--- src/rtl/bdiv.sv ---
// Sequential signed divider: restoring shift/subtract on operand magnitudes,
// one quotient bit per cycle, sign fix-up in a final cycle.
module bdiv #(
    parameter int n = 4
) (
    input  logic         clk,
    input  logic         rst,
    input  logic         start,
    input  logic [n-1:0] dd,
    input  logic [n-1:0] dr,
    output logic [n-1:0] q,
    output logic [n-1:0] rem,
    output logic         busy,
    output logic         done,
    output logic         dbz
);
    localparam int CW = (n > 2) ? $clog2(n) : 1;

    typedef enum logic [1:0] {IDLE, RUN, FIX, DONE} state_t;

    state_t         r_state, w_next;
    logic [n-1:0]   r_p;
    logic [n-1:0]   r_qw;
    logic [n-1:0]   r_mdr;
    logic [CW-1:0]  r_cnt;
    logic           r_sq, r_sr;
    logic [n-1:0]   r_q, r_rem;
    logic           r_busy, r_done, r_dbz;

    logic [n-1:0]   w_mdd, w_mdr;
    logic [n:0]     w_sh;
    logic [n-1:0]   w_t;
    logic           w_ge;

    assign w_mdd = dd[n-1] ? -dd : dd;
    assign w_mdr = dr[n-1] ? -dr : dr;

    // Partial remainder stays below |dr| <= 2^(n-1), so n bits hold it; only
    // the shifted value needs the extra bit for the compare.
    assign w_sh = {r_p, r_qw[n-1]};
    assign w_ge = (w_sh >= {1'b0, r_mdr});
    assign w_t  = w_sh[n-1:0] - r_mdr;

    always_ff @(posedge clk or posedge rst) begin
        if (rst) r_state <= IDLE;
        else     r_state <= w_next;
    end

    always_comb begin
        w_next = r_state;
        case (r_state)
            IDLE: if (start) w_next = (dr == '0) ? DONE : RUN;
            RUN:  if (r_cnt == CW'(n-1)) w_next = FIX;
            FIX:  w_next = DONE;
            DONE: if (!r_busy) w_next = IDLE;
            default: w_next = IDLE;
        endcase
    end

    // On the divide-by-zero path DONE is entered with busy still set; that
    // first DONE edge raises done, the second returns to IDLE.
    always_ff @(posedge clk or posedge rst) begin
        if (rst) begin
            r_p    <= '0;
            r_qw   <= '0;
            r_mdr  <= '0;
            r_cnt  <= '0;
            r_sq   <= 1'b0;
            r_sr   <= 1'b0;
            r_q    <= '0;
            r_rem  <= '0;
            r_busy <= 1'b0;
            r_done <= 1'b0;
            r_dbz  <= 1'b0;
        end else begin
            case (r_state)
                IDLE: if (start) begin
                    r_p    <= '0;
                    r_qw   <= w_mdd;
                    r_mdr  <= w_mdr;
                    r_cnt  <= '0;
                    r_sq   <= dd[n-1] ^ dr[n-1];
                    r_sr   <= dd[n-1];
                    r_busy <= 1'b1;
                    if (dr == '0) begin
                        r_q   <= '1;
                        r_rem <= dd;
                        r_dbz <= 1'b1;
                    end
                end
                RUN: begin
                    r_p   <= w_ge ? w_t : w_sh[n-1:0];
                    r_qw  <= {r_qw[n-2:0], w_ge};
                    r_cnt <= r_cnt + CW'(1);
                end
                FIX: begin
                    r_q    <= r_sq ? -r_qw : r_qw;
                    r_rem  <= r_sr ? -r_p : r_p;
                    r_dbz  <= 1'b0;
                    r_done <= 1'b1;
                    r_busy <= 1'b0;
                end
                DONE: begin
                    if (r_busy) begin
                        r_busy <= 1'b0;
                        r_done <= 1'b1;
                    end else begin
                        r_done <= 1'b0;
                    end
                end
                default: ;
            endcase
        end
    end

    assign q    = r_q;
    assign rem  = r_rem;
    assign busy = r_busy;
    assign done = r_done;
    assign dbz  = r_dbz;
endmodule
--- config.mk ---
export PLATFORM = sky130hd
export DESIGN_NAME = bdiv
export DESIGN_NICKNAME = d
export VERILOG_FILES = /design/src/rtl/bdiv.sv
export SDC_FILE = /design/constraint.sdc
export NUM_CORES = 1
export LEC_CHECK = 0
export ABC_CLOCK_PERIOD_IN_PS = 2300
export BUFFER_PORTS_ARGS = -buffer_cell sky130_fd_sc_hd__buf_2
export CAP_MARGIN = 20
export CORE_UTILIZATION = 39
export DETAILED_ROUTE_END_ITERATION = 16
export PLACE_DENSITY_LB_ADDON = 0.12
export SLEW_MARGIN = 5
export SYNTH_ARGS = -nofsm -noshare
export SYNTH_HDL_FRONTEND = slang
export SYNTH_SLANG_ARGS = --single-unit
--- constraint.sdc ---
create_clock -name clk -period 2.3 [get_ports clk]
set_input_delay 0.115 -clock clk [delete_from_list [all_inputs] [get_ports clk]]
set_output_delay 0.115 -clock clk [all_outputs]
set_load 0.005 [all_outputs]
==> results.md <==
* Status: complete, no violations
* Worst vdd ir at 0.628 mV
* Initial DRC Count at 50
* Largest net degree at the start of global routing at 30
* Relative slew slack at 70.7%
* Commonest non-fill, non-tap cell in the layout: dfrtp_1
* Htree depth at 2
* Dominant synthesized flop cell: dfrtp_1
* Bufs and invs on worst path at 0
* Dominant cells by area after synthesis: dfrtp_1, ha_1, o21ai_0, mux2i_1, inv_1
* Final period utilization at a little under nine tenths
* Actual slew at the worst max-slew pin at between 0.4 and 0.5 ns
* Clock Path Buffers at 2
* Worst path slowest cell: dfrtp_1
* Setup crit end kind: flop
* Synth Instances at about 180
* Initial core utilization at a little over two fifths
* Area share of the largest cell type after synthesis at a little over two fifths
* Final WL at 3510 um
* ANT cells at 0
* Post-synthesis cell area at roughly 0.0017 mm^2
* Area leader, netlist: dfrtp_1
* Req. time, crit path at 2.46 ns
* Hold Fails Final Rpt at 0
* Min Tclk post-route at between 1.5 and 2 ns
* Site Rows at 23
* Slew Limit Fails at 0
* Ys async rst share at between 90% and 100%
* Number of global-route vias before repair at 1275
* Num CTS Buffers at 5
* CTS root buf: clkbuf_8
* LEAKAGE at ~0.95 nW
* Synth Warn # at 0
* Detail-routed via count per cell at 5.21
* WP data arrival at roughly 2.1 ns
* Drt wl/cell at roughly 13 um
* Max_cap viols at 0
* Share of layout cells above drive strength 1 at between 10% and 20%
* Unrepaired setup endpoints after global routing: false
* Fin nets at roughly 230
* Number of synthesized flops with an enable pin at 0
* DRT antenna net count at 0
* Syn Nets at 206
* Clock Skew at roughly 0.0032 ns
* Residual DRC at 0
* Fmax at slightly above 0.5 GHz
* CP top delay family: compound AO/OA/AOI/OAI gates
* Crit Path Class: reg -> reg
* Setup TNS at 0 ns
* Total number of vias at 1354
* Syn-to-layout area delta at 15.3%
* Worst-path clk slew at ~0.060 ns
* Die W at approximately 69 um
* Height of the die at just under 70 um
* Number of setup violations in the final report at 0
* Post-CTS Setup Repair Bufs at 0
* Detailed Place HPWL at roughly 2700 um
* # IOs at 22
* PD cells at 1370 mW/mm^2
* Worst skew pair latency at ~0.27 ns
* Synthesized area per cell at ~9.6 um^2
* Sequential-to-total area share from yosys stat at between 40% and 50%
* Overall routing resource usage at between 15 and 20%
* Grt ovf at 0
* Initial antenna violation count at 0
* RePlAce Congestion at about 0.96
* Netlist cell types at 37
* Yosys reg bits at 29
* IO Port Bufs at 21
* First-pass GRT wire length at between 5000 and 6000 um
* Commonest non-fill, non-tap cells in the layout: dfrtp_1, buf_2, inv_1, nand2_1, o21ai_0
* CP Launch Type: flop
* Core area at slightly above 0.004 mm^2
* Worst hold path type: in -> reg
* Die ar. at approximately 0.0047 mm^2
* Clock net sink count at 29
* Overall Power at approximately 2.7 mW
* CP Max Fanout at 5
* CP cell instances: ha_1 > or2_2 > a211oi_2 > o21ai_0 > a32o_1
* CTS tree: built
* 1st-pass router iterations at 4
* Crit-path max cell delay at 0.42 ns
==> where the power goes <==
| part | total, mW | switching (mW) | internal [mW] | leakage [nW] |
|---|---|---|---|---|
| Clock | 0.391 | 0.176 | 0.214 | 0.0395 |
| Combinational | 1.43 | 0.759 | 0.667 | 0.554 |
| Sequential | 0.915 | 0.182 | 0.733 | 0.354 |
| Total | 2.73 | 1.12 | 1.61 | 0.948 |
==> sequential cells by signal, indices dropped and copies added (netlist names), 2 cells and up <==
| register | flops |
|---|---|
| q | 4 |
| r_mdr | 4 |
| r_p | 4 |
| r_qw | 4 |
| rem | 4 |
| r_cnt | 2 |
| r_state | 2 |
==> per-layer routing <==
metal	GRT usage (%)	part of all wire, %	up-vias	routed length (um)
met5	0	0	-	0
met3	4.93	4.4	5	153
met1	21.0	49	623	1730
li1	-	-	691	-
met4	7.81	1.2	0	43
met2	26.2	45	35	1580
==> final cells by class <==
type	count	area (um^2)
clock buffers	8	80.1
fillers	401	2150
inverters	19	71.3
multi-input cells	127	905
flip-flops and latches	29	726
well taps	50	62.6
repair buffers	27	153
==> worst register-to-register path: cells and delay by family, from the launching register on <==
family          cells  cell delay (ns)
simple gates        1             0.31
flops               1             0.42
fa+ha+maj           1             0.37
compound gates      3             0.76
==> Yosys cell counts, drive strengths merged, types with 5 or more instances <==
cell	n
inv	19
mux2i	8
clkbuf	5
nor2	11
nand2	17
ha	13
dfrtp	29
xnor2	8
o21ai	17
==> kinds of logic after synthesis <==
family	after synthesis	share of synthesized area, %
fa+ha+maj	14	10.5
simple gates	51	14.2
xor+xnor	8	4.05
flops	29	41.9
buf+inv	25	5.85
mux	10	5.92
compound gates	44	17.5
==> repair_timing <==
action | in CTS | in global routing
gates resized for setup | 0 | 0
hold endpoints to repair | 29 | 0
hold buffers | 1 | 0
==> metrics by stage <==
stage          hold WS [ns]  worst slack (ns)  instance area, um^2  utilization (%)  instances
6_report              0.124             0.331                 2000             48.2        260
5_1_grt               0.133             0.221                 2000             48.2        260
4_1_cts               0.119             0.348                 2000             48.2        260
3_5_place_dp          0.210             0.371                 1910             46.0        251
3_3_place_gp          0.202             0.414                 1910             46.0        251
2_1_floorplan         0.193             0.506                 1730                -        181
==> worst paths after layout <==
kind                          end  cells past startpoint    from  slack (ns)
max                        r_p[2]                      5  r_p[1]        0.33
min                        rem[1]                      2   dd[1]        0.12
max reg2reg                r_p[2]                      5  r_p[1]        0.33
min reg2reg                rem[3]                      2  rem[3]        0.48
max in group asynchronous  r_p[3]                      4     rst        1.57
min in group asynchronous    q[0]                      4     rst        0.45
Power figures use the tool's default switching activity.
